File: config.mk
export PLATFORM = sky130hd
export DESIGN_NAME = instr_fetch_unit
export DESIGN_NICKNAME = d
export VERILOG_FILES = /design/src/rtl/instr_fetch_unit.sv
export SDC_FILE = /design/constraint.sdc
export NUM_CORES = 1
export LEC_CHECK = 0
export ABC_AREA = 1
export BUFFER_PORTS_ARGS = -buffer_cell sky130_fd_sc_hd__buf_2
export CAP_MARGIN = 20
export CORE_MARGIN = 4
export CORE_UTILIZATION = 45
export CTS_CLUSTER_SIZE = 10
export DETAILED_ROUTE_END_ITERATION = 8
export PLACE_DENSITY = 0.76
export SLEW_MARGIN = 20
export SYNTH_ARGS = -nofsm -noshare
export SYNTH_HDL_FRONTEND = slang
export SYNTH_SLANG_ARGS = --single-unit
export TNS_END_PERCENT = 50
File: constraint.sdc
create_clock -name clock -period 6.22 [get_ports clock]
set_input_delay 0.311 -clock clock [delete_from_list [all_inputs] [get_ports clock]]
set_output_delay 0.311 -clock clock [all_outputs]
set_load 0.05 [all_outputs]
File: src/rtl/instr_fetch_unit.sv
// Fetch stage: drives the instruction ROM address, realigns 1-cycle ROM data through a
// 1-entry skid buffer onto a valid/ready output, handles branch redirect and END halt.
module instr_fetch_unit #(
  parameter int          AW     = 8,
  parameter int          DW     = 16,
  parameter logic [3:0]  END_OP = 4'b1111
) (
  input  logic          clock,
  input  logic          reset,
  input  logic          start,
  output logic [AW-1:0] iram_addr,
  input  logic [DW-1:0] iram_q,
  output logic [DW-1:0] instr,
  output logic [AW-1:0] instr_pc,
  output logic          instr_valid,
  input  logic          instr_ready,
  input  logic          redirect_en,
  input  logic [AW-1:0] redirect_addr,
  output logic          halted
);

  typedef enum logic [1:0] {IDLE, RUN, HALTED} state_t;

  state_t        state_q, state_d;
  logic [AW-1:0] pc_q, pc_d, pend_pc_q, pend_pc_d, skid_pc_q, skid_pc_d, out_pc_q, out_pc_d;
  logic [DW-1:0] skid_data_q, skid_data_d, out_data_q, out_data_d;
  logic          pend_q, pend_d, skid_vld_q, skid_vld_d, out_vld_q, out_vld_d;
  logic          halted_q, halted_d;
  logic          run, accept, out_free, halt_now, issue;

  always_comb begin
    run      = (state_q == RUN);
    accept   = out_vld_q && instr_ready;
    out_free = !out_vld_q || instr_ready;
    halt_now = run && accept && !redirect_en && (out_data_q[DW-1 -: 4] == END_OP);
    issue    = run && !skid_vld_q && out_free && !halt_now && !redirect_en;

    state_d     = state_q;
    pc_d        = pc_q;
    pend_d      = pend_q;
    pend_pc_d   = pend_pc_q;
    skid_vld_d  = skid_vld_q;
    skid_data_d = skid_data_q;
    skid_pc_d   = skid_pc_q;
    out_vld_d   = out_vld_q;
    out_data_d  = out_data_q;
    out_pc_d    = out_pc_q;
    halted_d    = halted_q;

    if (run && redirect_en) begin
      // Everything already requested or buffered is wrong-path.
      pc_d       = redirect_addr;
      pend_d     = 1'b0;
      skid_vld_d = 1'b0;
      out_vld_d  = 1'b0;
    end else if (halt_now) begin
      state_d    = HALTED;
      halted_d   = 1'b1;
      pend_d     = 1'b0;
      skid_vld_d = 1'b0;
      out_vld_d  = 1'b0;
    end else if (run) begin
      pend_d    = issue;
      pend_pc_d = pc_q;
      if (issue) pc_d = pc_q + 1'b1;
      if (out_free) begin
        // Skid holds the older word, so it drains before the ROM response.
        if (skid_vld_q) begin
          out_vld_d  = 1'b1;
          out_data_d = skid_data_q;
          out_pc_d   = skid_pc_q;
          skid_vld_d = 1'b0;
        end else if (pend_q) begin
          out_vld_d  = 1'b1;
          out_data_d = iram_q;
          out_pc_d   = pend_pc_q;
        end else begin
          out_vld_d  = 1'b0;
        end
      end else if (pend_q) begin
        skid_vld_d  = 1'b1;
        skid_data_d = iram_q;
        skid_pc_d   = pend_pc_q;
      end
    end else if (start) begin
      state_d    = RUN;
      pc_d       = '0;
      halted_d   = 1'b0;
      pend_d     = 1'b0;
      skid_vld_d = 1'b0;
      out_vld_d  = 1'b0;
    end
  end

  always_ff @(posedge clock or posedge reset) begin
    if (reset) begin
      state_q    <= IDLE;
      pc_q       <= '0;
      pend_q     <= 1'b0;
      skid_vld_q <= 1'b0;
      out_vld_q  <= 1'b0;
      out_data_q <= '0;
      out_pc_q   <= '0;
      halted_q   <= 1'b0;
    end else begin
      state_q    <= state_d;
      pc_q       <= pc_d;
      pend_q     <= pend_d;
      skid_vld_q <= skid_vld_d;
      out_vld_q  <= out_vld_d;
      out_data_q <= out_data_d;
      out_pc_q   <= out_pc_d;
      halted_q   <= halted_d;
    end
  end

  // Payload-only registers; their valid flags above qualify them.
  always_ff @(posedge clock) begin
    pend_pc_q   <= pend_pc_d;
    skid_data_q <= skid_data_d;
    skid_pc_q   <= skid_pc_d;
  end

  assign iram_addr   = pc_q;
  assign instr       = out_data_q;
  assign instr_pc    = out_pc_q;
  assign instr_valid = out_vld_q;
  assign halted      = halted_q;

endmodule

== After elaboration in Yosys (flattened, before gate mapping) ==
Cells that the tools add are included.
W data, S select, Z words.

* Add/sub/neg operators: 1
* Bitwise gates (word level): 3
* Equality and inequality tests: 7
* Multiplexer cells: 29
* Reductions and logical operators: 25

{| class="wikitable"
|+ Operators by type and width
! kind !! count
|-
| $mux W8 || 7
|-
| $mux W16 || 2
|-
| $mux W1 || 17
|-
| $reduce_and A5 Y1 || 2
|-
| $logic_and A1 B1 Y1 || 9
|-
| $reduce_and A3 Y1 || 3
|-
| $add A8 B1 Y8 const B || 1
|-
| $mux W2 || 3
|-
| $ne A5 B2 Y1 const B || 1
|-
| $eq A4 B4 Y1 const B || 1
|-
| $logic_not A1 Y1 || 4
|-
| $ne A2 B1 Y1 const B || 2
|-
| $ne A4 B1 Y1 const B || 1
|-
| $reduce_and A2 Y1 || 2
|-
| $reduce_bool A2 Y1 || 2
|-
| $reduce_bool A4 Y1 || 1
|-
| $ne A3 B1 Y1 const B || 1
|-
| $not A1 Y1 || 3
|-
| $reduce_bool A3 Y1 || 1
|-
| $eq A2 B1 Y1 const B || 1
|-
| $logic_or A1 B1 Y1 || 1
|}

* Register bits: 70
* Output and inout port bits: 34

== Depth between registers and ports, before layout ==
Gate-level depths: netlist of the first run.

* Depth after elaboration: 11
* Depth in mapped cells: 9
* Mapped depth without buffers: 8

== Least setup slack after synthesis of the first run ==
No wires, ideal clock.

* Kind: reg2reg
* Start: reg state_q[1]
* End: reg skid_data_q[0], enable pin
* Stages on the path, launching flop included: 4
* Setup time: 0.405 ns
* Arrival time: 1.947 ns
* Slack: 3.868 ns
* Cell sequence: dfrtp_1 -> nor2_4 -> nand4_1 -> nor2_1

* Cells in the longest elaborated chain, start to end: 6
* Elaborated cells on any way between the ends: 8
* Those cells by class: 1 x eq/ne; 2 x bitwise; 5 x reduce/logical

{| class="wikitable"
|+ RTL lines
! what !! RTL line !! source
|-
| start: declaration || 24 || <nowiki>state_t state_q, state_d;</nowiki>
|-
| start signal: assignment || 106 || <nowiki>state_q <= state_d;</nowiki>
|-
| $eq A2 B1 Y1 * || 32 || <nowiki>run = (state_q == RUN);</nowiki>
|-
| $logic_and A1 B1 Y1 (3 in series) || 35 || <nowiki>halt_now = run && accept && !redirect_en && (out_data_q[DW-1 -: 4] == END_OP);</nowiki>
|-
| $not A1 Y1 (no source line) || - ||
|-
| $reduce_and A5 Y1 (no source line) * || - ||
|-
| end signal: assignment || 120 || <nowiki>skid_data_q <= skid_data_d;</nowiki>
|-
| end: declaration || 26 || <nowiki>logic [DW-1:0] skid_data_q, skid_data_d, out_data_q, out_data_d;</nowiki>
|}

Mark *: on every way between the ends. The rest lies on a longest branch, timed or not.
A chain may end at the register's enable or synchronous reset.

== Final worst setup path of the first run ==
* Start: reg state_q[1]
* End: reg out_data_q[6], in the netlist instr[6]

* Cells in the longest elaborated chain, start to end: 6
* Elaborated cells on any way between the ends: 8
* Those cells by class: 1 x eq/ne; 2 x bitwise; 5 x reduce/logical

{| class="wikitable"
|+ RTL lines
! what !! RTL line !! source
|-
| $eq A2 B1 Y1 * || 32 ||
|-
| $logic_and A1 B1 Y1 (3 in series) || 35 ||
|-
| $not A1 Y1 (no source line) || - ||
|-
| $reduce_and A5 Y1 (no source line) * || - ||
|-
| end signal: assignment || 111 || <nowiki>out_data_q <= out_data_d;</nowiki>
|-
| end: declaration || 26 ||
|}

Marked as above.

==> metrics.md, run 1 <==
| Metric | Value |
|---|---|
| Status | complete, no violations |
| Max Cap Viol | 0 |
| Final hold violations | 0 |
| Max Root-Sink Buffers | 2 |
| Reg2reg end | instr[6] |
| # rows | 29 |
| Placer congestion estimate | around 0.83 |
| First-pass GRT wire length | ~9600 um |
| Clock Latency Late Sink | 0.34 ns |
| Area grow syn2layout | 20.52% |
| Total track usage | approximately 16% |
| Synth top area share | roughly 32% |
| Critical Path Max Stage Delay | between 0.6 and 0.7 ns |
| Worst Setup SP | state_q[1] |
| Top cells by area in the synthesized netlist | edfxtp_1, dfrtp_1, nand2_1 |
| Congestion Overflow GR | 0 |
| CP cell instances | inv_2 > nand2_4 > nor2_8 > nand3_4 > nand3_2 > o21ai_0 |
| Largest net degree at the start of global routing | 50 |
| Initial antenna violation count | 0 |
| Core Region | roughly 6400 um^2 |
| Period utilization | 33.07% |
| #FFs+latches synth | 69 |
| Least-Margin Pin Slew | about 0.91 ns |
| Post-route cell area | 3586 um^2 |
| Cts bufs inserted | 9 |
| Fmax | between 0.4 and 0.5 GHz |
| Setup Skew | just under 0.008 ns |
| Antenna viol nets, final | 0 |
| CP max-delay cell | nand3_2 |
| Fin crit period | between 2 and 2.5 ns |
| DIE AREA | 7977 um^2 |
| DRT Pass-1 Iters | 4 |
| Die height | 89.32 um |
| VDD IR max | between 200 and 250 uV |
| Adder-cell share of the synthesized area | 0.4205% |
| Vias per inst | between 4 and 5 |
| Main combinational cell family by area after synthesis | simple AND/OR/NAND/NOR gates |
| WP data arrival | about 2.3 ns |
| Final-report setup violation count | 0 |
| CTS H-tree depth | 3 |
| Clock Sinks | 69 |
| Vias | around 2,000 |
| # resized after CTS | 0 |
| Pleak | 0.001606 uW |
| Overall routed net length | between 5000 and 6000 um |
| Synth Area in Compound Gates | slightly above 8% |
| DR iter-0 viols | roughly 130 |
| Fin. max-slew vios | 0 |
| Clock Tree Root | clkbuf_8 |
| CTS tree | done |
| Wirelength per Cell | roughly 13 um |
| RSZ-0062 raised after global routing | no |
| I/O Pins | 63 |
| R2R setup slack | 4.16 ns |
| Post-synthesis cell area | 2975 um^2 |
| Area leader, netlist | edfxtp_1 |
| TNS Setup | 0 ns |
| Crit path required time | about 6.5 ns |
| Post-Synth XOR/XNOR Area | 0% |
| Sequential fraction of the synthesis area | 63.41% |
| CP max FO | 49 |
| Post-synthesis simple-gate area fraction | ~16% |
| Diodes inserted | 0 |
| Placed inst area | between 3000 and 4000 um^2 |
| Syn Nets | 295 |
| Fraction of layout cells with a size suffix above 1 | 29.46% |
| WS Path Type | register to register |
| Worst Reg-to-Reg Cells | 6 |
| Clk slew on worst S/H paths | approximately 0.07 ns |
| Starting Density | a little under half |
| Power per Cell Area | approximately 380 nW/um^2 |
| Hold Crit Class | input port to asynchronous set/reset pin |
| Hold Buf Count CTS | 0 |
| Die Wd | slightly below 90 um |
| NumNets Final | roughly 360 |
| Post-synth cell types | 26 |
| # DRC | 0 |
| Mapped Cells | around 270 |
| Synth Warn # | 0 |
| Relative max-transition margin | between 30% and 40% |
| RR Startpoint | state_q[1] |
| HPWL Detailed | around 3800 um |
| Port buffer count | between 60 and 70 |
| Mux contribution to synthesized area | slightly above 8% |
| Critical Path Start Type | register |
| Mean area per synthesized cell | between 10 and 15 um^2 |
| Vias in the first global route | around 2,000 |
| Post-CTS Setup Bufs | 0 |
| Worst Setup End Kind | register |
## area by class of cell
class | count | area [um^2]
Sequential cell | 69 | 1887
Clock buffer | 10 | 127.6
Timing Repair Buffer | 64 | 325.3
Clock inverter | 6 | 111.4
Tap cell | 77 | 96.34
Fill cell | 563 | 2800
Multi-Input combinational cell | 168 | 967.2
Inverter | 19 | 71.32
## power breakdown
| part | leakage, uW | switching, uW | internal, uW |
|---|---|---|---|
| clock network | 0.000116 | 163 | 266 |
| logic | 0.000734 | 264 | 82.5 |
| registers | 0.000755 | 42.6 | 539 |
| total | 0.00161 | 469 | 888 |
## flip-flops by register name, summed over array words and instances (netlist names)
signal and count:
pend_q 1, instr_pc 8, instr_valid 1, instr 16, state_q 2, iram_addr 8, skid_data_q 16, skid_vld_q 1
skid_pc_q 8, pend_pc_q 8
## worst max-delay path, delay by kind of cell (launching register included)
kind,cells,cell delay (ns)
AND/OR/NAND/NOR,4,0.95
AO/OA/AOI/OAI,1,0.47
flip-flops,1,0.43
buffers and inverters,1,0.08
## kinds of logic after synthesis
family	after synthesis
and+or+nand+nor	104
DFF	69
AOI/OAI and AO/OA	39
buffers and inverters	28
muxes	24
adders and majority gates	1
## layer usage
metal  vias to the layer above  track usage, %  wire [um]
met4                         0           4.871         58
met2                        69           24.45       2510
met3                         8           5.346        452
li1                       1028               -          -
met5                         -               0          0
met1                       939           21.07       2479
## cell usage in the layout (no fill, tap or decap)
| master | count |
|---|---|
| nand2_1 | 72 |
| buf_2 | 62 |
| dfrtp_1 | 37 |
| edfxtp_1 | 32 |
| mux2i_1 | 24 |
| o21ai_0 | 22 |
| inv_1 | 17 |
| nand3_1 | 11 |
| nor2_1 | 11 |
| o21ai_2 | 10 |
| clkbuf_8 | 9 |
| a21oi_1 | 3 |
| bufinv_16 | 3 |
| inv_2 | 2 |
| nor2_4 | 2 |
| a22oi_1 | 2 |
| buf_4 | 2 |
| nand2_4 | 1 |
| nor2_8 | 1 |
| nand3_4 | 1 |
| o21bai_1 | 1 |
| nand2_2 | 1 |
| nor2_2 | 1 |
| nand3_2 | 1 |
| o21a_1 | 1 |
| nand4_1 | 1 |
| nor3_1 | 1 |
| ha_1 | 1 |
| clkinv_4 | 1 |
| clkinv_2 | 1 |
| clkinvlp_4 | 1 |
| clkbuf_1 | 1 |
## cells in the mapped netlist
cell type,n
buf_2,7
dfrtp_1,37
nand2_2,1
nor2_2,1
ha_1,1
o21bai_1,1
nor2_1,12
inv_2,2
nand3_1,11
nand2_4,1
a22oi_1,2
a21oi_1,3
nand2_1,72
nand3_4,1
nor2_4,1
o21ai_2,10
nand4_1,1
o21ai_0,22
nand3_2,1
o21a_1,1
buf_6,2
inv_1,17
mux2i_1,24
nor2_8,1
nor3_1,1
edfxtp_1,32
## worst max-delay path by stage
stage	to	slack [ns]	depth (start not counted)
after global placement	skid_data_q[0]	4.21	4
after CTS	instr[6]	4.12	6
after detailed placement	instr[6]	4.10	6
after floorplan	skid_data_q[0]	3.87	3
final	instr[6]	4.16	6
after global routing	instr[13]	3.86	6
## metrics by stage
step / std cells / util [%] / setup WS [ns] / hold WS (ns) / total power, uW
after floorplan: 265 / - / 3.868 / 0.4074 / 852.4
after global placement: 397 / 52.33 / 4.212 / 0.4325 / 934.0
after detailed placement: 397 / 52.33 / 4.096 / 0.4416 / 940.7
after CTS: 413 / 56.07 / 4.119 / 0.08102 / 1374
after global routing: 413 / 56.15 / 3.863 / 0.1332 / 1431
final: 413 / 56.15 / 4.163 / 0.08041 / 1357
Note: power is estimated with default switching activity, not from simulation.
==> inputs of run 2 (changes only) <==
==> constraint.sdc (replaced) <==
create_clock -name clock -period 2 [get_ports clock]
set_input_delay 0.1 -clock clock [delete_from_list [all_inputs] [get_ports clock]]
set_output_delay 0.1 -clock clock [all_outputs]
set_load 0.05 [all_outputs]
==> metrics.md, run 2 (synthesized netlist as in run 1, its figures left out) <==
| Metric | Value |
|---|---|
| Reg2reg end | iram_addr[7] |
| Worst Setup End Kind | register |
| # resized after CTS | 0 |
| Hold path depth | 3 |
| P_int | roughly 2600 uW |
| Clock Latency Late Sink | ~0.34 ns |
| Power per Cell Area | around 1100 nW/um^2 |
| Clock Sinks | approximately 70 |
| RSZ-0062 raised after global routing | no |
| Pleak | about 0.0017 uW |
| Max Root-Sink Buffers | 2 |
| HPWL Detailed | roughly 4000 um |
| Multi-input logic area | between 900 and 1000 um^2 |
| VDD IR max | 869.1 uV |
| Most frequent cells in the layout | nand2_1, buf_2, dfrtp_1 |
| Post-CTS Setup Bufs | 0 |
| DRT Pass-1 Iters | 4 |
| Period utilization | just over 80% |
| Die height | a little under 90 um |
| Critical Path Start Type | register |
| DR iter-0 viols | 89 |
| Largest net degree at the start of global routing | 38 |
| Clock Tree Root | clkbuf_8 |
| Filler Cell Count | roughly 550 |
| First-pass GRT wire length | 9929 um |
| # DRC | 0 |
| I/O Pins | 63 |
| Setup Skew | 0.008701 ns |
| Total track usage | 16.56% |
| NumNets Final | approximately 380 |
| Hold Crit Class | input port to register |
| Vias per inst | slightly below 5 |
| WS Path Type | register to register |
| Sw frac | a little over a third |
| Vias | 2,102 |
| Diodes inserted | 0 |
| Area grow syn2layout | 26.11% |
| Worst Reg-to-Reg Cells | 8 |
| CP max FO | 12 |
| Flop pwr share | between 40 and 50% |
| R2R setup slack | around 0.34 ns |
| WP data arrival | between 1.5 and 2 ns |
| Placer congestion estimate | between 0.8 and 0.9 |
| Status | complete, no violations |
| Wirelength per Cell | between 10 and 15 um |
| Final hold violations | 0 |
| RR Startpoint | state_q[1] |
| Antenna viol nets, final | 0 |
| Cts bufs inserted | 9 |
| Startpoint of the worst hold path | redirect_addr[0] |
| CTS tree | done |
| Fraction of layout cells with a size suffix above 1 | between 20% and 30% |
| Final-report setup violation count | 0 |
| # rows | 29 |
| Max Cap Viol | 0 |
| Combinational power share | a little over a quarter |
| Initial antenna violation count | 0 |
| Die Wd | a little under 90 um |
| Fin crit period | 1.657 ns |
| Crit path required time | 2.23 ns |
| Clk slew on worst S/H paths | 0.07 ns |
| WHS Endpoint | iram_addr[0] |
| TNS Setup | 0 ns |
| Commonest non-fill, non-tap cell in the layout | nand2_1 |
| Storage element area | ~1900 um^2 |
| Least-Margin Pin Slew | 0.6158 ns |
| Final core occ | roughly 60% |
| DIE AREA | roughly 8000 um^2 |
| Vias in the first global route | 2,161 |
| CTS H-tree depth | 3 |
| Starting Density | 46.59% |
| Congestion Overflow GR | 0 |
| Port buffer count | 62 |
| Switch Pwr | 1472 uW |
| Core Region | 6386 um^2 |
| Fin. max-slew vios | 0 |
| Clock share of power | roughly 28% |
| Relative max-transition margin | approximately three fifths |
| Overall routed net length | roughly 6000 um |
| Fmax | between 0.6 and 0.7 GHz |
[run 2: cell types whose count changed in the layout (fill, tap and decap cells not counted)]
cell	delta
dlygate4sd3_1	+18
buf_12	+1
clkinv_2	+1
clkbuf_8	+2
clkinv_4	-1
buf_4	+1
nor2_4	-1
nor2_2	+1
bufinv_16	-2
[run 2: cell type report]
cell class | count | area share [%]
Sequential cell | 69 | 50.28
Multi-Input combinational cell | 168 | 25.64
Timing Repair Buffer | 84 | 14.20
Clock buffer | 12 | 4.135
Tap cell | 77 | 2.568
Inverter | 19 | 1.901
Clock inverter | 4 | 1.267
[run 2: critical path, cell delays in order, from the launching register on]
cell and delay, ns:
dfrtp_1 0.43, inv_2 0.09, nand2_4 0.07, nor2_8 0.17, nand3_4 0.11, nand3_1 0.35
inv_1 0.17, nand2_1 0.10, nand2_1 0.05
[run 2: routing by layer]
layer | track usage [%] | wire, um
met3 | 6.544 | 419
met2 | 27.19 | 2772
met4 | 4.060 | 14
met1 | 20.62 | 2803
met5 | 0 | 0
[run 2: metrics by stage]
| stage | total power (uW) | cells | hold WS (ns) | cell area [um^2] | setup WS (ns) |
|---|---|---|---|---|---|
| after detailed placement | 2944 | 399 | 0.2564 | 3369 | 0.3455 |
| after floorplan | 2651 | 265 | 0.1964 | 2978 | 0.02808 |
| after CTS | 4127 | 433 | 0.03033 | 3752 | 0.3333 |
| after global placement | 2921 | 399 | 0.2427 | 3369 | 0.3846 |
| final | 4074 | 433 | 0.05353 | 3752 | 0.3431 |
| after global routing | 4289 | 433 | 0.05913 | 3752 | 0.1769 |
[run 2: power groups by stage]
stage / Combinational, uW / Clock [uW] / Sequential (uW)
floorplan: 304 / 0 / 2350
global placement: 1080 / 0 / 1840
detailed placement: 1100 / 0 / 1840
CTS: 1130 / 1180 / 1820
global route: 1200 / 1240 / 1840
finish: 1120 / 1140 / 1820
[run 2: how the worst max path moves through the flow]
stage / start / endpoint / slack (ns) / cells past startpoint
global placement: state_q[1] / iram_addr[6] / 0.38 / 8
finish: state_q[1] / iram_addr[7] / 0.34 / 8
detailed placement: state_q[1] / instr_pc[0] / 0.35 / 7
global route: state_q[1] / iram_addr[7] / 0.18 / 8
floorplan: state_q[1] / skid_data_q[0] / 0.03 / 3
CTS: state_q[0] / instr_pc[0] / 0.33 / 7
[run 2: timing repair]
item                                    in CTS  in global routing
hold buffers                                18                  0
endpoints found under the setup margin       0                  0
endpoints found under the hold margin       54                  0
==> inputs of run 3 (changes only) <==
==> constraint.sdc (replaced) <==
create_clock -name clock -period 1.6 [get_ports clock]
set_input_delay 0.08 -clock clock [delete_from_list [all_inputs] [get_ports clock]]
set_output_delay 0.08 -clock clock [all_outputs]
set_load 0.05 [all_outputs]
==> metrics.md, run 3 (synthesized netlist as in run 1, its figures left out) <==
| Metric | Value |
|---|---|
| Congestion Overflow GR | 0 |
| First-pass GRT wire length | 9604 um |
| Initial antenna violation count | 0 |
| Crit path required time | 1.81 ns |
| Core Region | about 6400 um^2 |
| WP data arrival | 1.64 ns |
| Combinational power share | about 29% |
| Placed inst area | roughly 3400 um^2 |
| Flop pwr share | around 46% |
| Die Wd | a little under 90 um |
| Port buffer count | 62 |
| Clock Sinks | 69 |
| P_int | 3101 uW |
| Placer congestion estimate | just over 0.8 |
| CTS H-tree depth | 3 |
| RR Startpoint | state_q[0] |
| I/O Pins | 63 |
| Layout Cells excl Fill | roughly 440 |
| DR iter-0 viols | 67 |
| Fmax | about 0.7 GHz |
| Largest net degree at the start of global routing | 43 |
| Starting Density | between 40% and 50% |
| Max Cap Viol | 0 |
| Overall routed net length | ~5800 um |
| Hold Crit Class | input port to register |
| Vias | ~2,100 |
| NumNets Final | roughly 380 |
| Most frequent cells in the layout | nand2_1, buf_2, dfrtp_1 |
| R2R setup slack | ~0.17 ns |
| CP max FO | 42 |
| CP max-delay cell | dfrtp_1 |
| Worst Setup SP | state_q[0] |
| Die height | 89.32 um |
| DIE AREA | about 8000 um^2 |
| Pleak | between 0.0015 and 0.002 uW |
| CP cell instances | inv_2 > nor2_4 > nand2_2 > nor2_2 > nand3_4 > buf_12 > nand2_1 > o21ai_0 |
| Least-Margin Pin Slew | roughly 0.47 ns |
| Commonest non-fill, non-tap cell in the layout | nand2_1 |
| Switch Pwr | roughly 1800 uW |
| Critical Path Max Stage Delay | roughly 0.4 ns |
| Post-route cell area | approximately 3800 um^2 |
| Placed cells | ~400 |
| WS Path Type | register to register |
| Worst Setup End Kind | register |
| Cts bufs inserted | 9 |
| Clock Latency Late Sink | 0.34 ns |
| Filler Cell Count | between 500 and 600 |
| Max Root-Sink Buffers | 2 |
| Post-CTS Setup Bufs | 0 |
| Reg2reg end | instr[8] |
| Clock Tree Root | clkbuf_8 |
| Fin crit period | around 1.4 ns |
| Vias per inst | slightly below 5 |
| Final-report setup violation count | 0 |
| VDD IR max | about 920 uV |
| Period utilization | around nine tenths |
| Clock share of power | 25.4% |
| Relative max-transition margin | 68.72% |
| CP Capture Point | instr[8] |
| # DRC | 0 |
| Final hold violations | 0 |
| Power per Cell Area | about 1300 nW/um^2 |
| # rows | 29 |
| Fraction of layout cells with a size suffix above 1 | 30.17% |
| Critical Path Start Type | register |
| Antenna viol nets, final | 0 |
| HPWL Detailed | 3962 um |
| Clk slew on worst S/H paths | roughly 0.07 ns |
| Wirelength per Cell | roughly 13 um |
| Total track usage | about 16% |
| Fin. max-slew vios | 0 |
| Status | complete, no violations |
| Vias in the first global route | between 2,000 and 2,500 |
| CTS tree | done |
| Area grow syn2layout | 27.04% |
| Diodes inserted | 0 |
| Setup Skew | ~0.0088 ns |
| DRT Pass-1 Iters | 4 |
| Sw frac | between 30% and 40% |
| RSZ-0062 raised after global routing | no |
| Worst Reg-to-Reg Cells | 8 |
run 3: what timing repair did:
item                                    in CTS  in global routing
endpoints found under the setup margin       0                  4
resized for setup                            0                  5
hold buffers                                18                  0
hold endpoints to repair                    55                  0
run 3: per-layer routing:
metal	wire, um	vias to the layer above	share of wire [%]	GRT usage, %
li1	-	1069	-	-
met1	2634	989	45	20.57
met2	2670	76	46	25.12
met3	437	6	7.5	4.977
met4	76	0	1.3	6.901
met5	0	-	0	0
run 3: layout make-up:
type	instances	area, um^2	share of cell area, %
clock buffer	12	155.1	4.105
clock inverter	4	22.52	0.5958
inverter	19	71.32	1.887
multi-input combinational	168	984.7	26.05
sequential	69	1889	49.98
tap	77	96.34	2.549
timing repair buffer	86	560.5	14.83
run 3: worst min path at each step:
stage / startpoint / to / slack [ns] / cells past startpoint
global route: redirect_addr[4] / iram_addr[4] / 0.05 / 5
CTS: redirect_addr[4] / iram_addr[4] / 0.02 / 5
floorplan: start / state_q[1] / 0.17 / 1
detailed placement: reset / iram_addr[6] / 0.22 / 3
finish: redirect_addr[4] / iram_addr[4] / 0.04 / 5
global placement: reset / iram_addr[6] / 0.22 / 3
run 3: through the flow:
step           worst slack [ns]  setup TNS (ns)  hold slack, ns  total power [uW]  utilization (%)
2_1_floorplan          -0.03007         -0.7216          0.1728              3317                -
3_3_place_gp             0.1731               0          0.2184              3651            53.35
3_5_place_dp             0.1051               0          0.2205              3681            53.35
4_1_cts                 0.09219               0         0.01950              4973            58.95
5_1_grt                 0.02525               0         0.04756              5193            59.19
6_report                 0.1679               0         0.03736              4924            59.19
run 3: power groups by stage:
stage	Combinational [uW]	Clock [uW]	Sequential, uW
2_1_floorplan	382	0	2930
3_3_place_gp	1350	0	2300
3_5_place_dp	1380	0	2300
4_1_cts	1410	1290	2270
5_1_grt	1520	1370	2300
6_report	1410	1250	2270
run 3: worst max-delay path: cells and delay by family, from the launching register on:
| family | cells | cell delay, ns |
|---|---|---|
| compound gates | 1 | 0.08 |
| buf+inv | 2 | 0.27 |
| simple gates | 5 | 0.56 |
| flops | 1 | 0.40 |
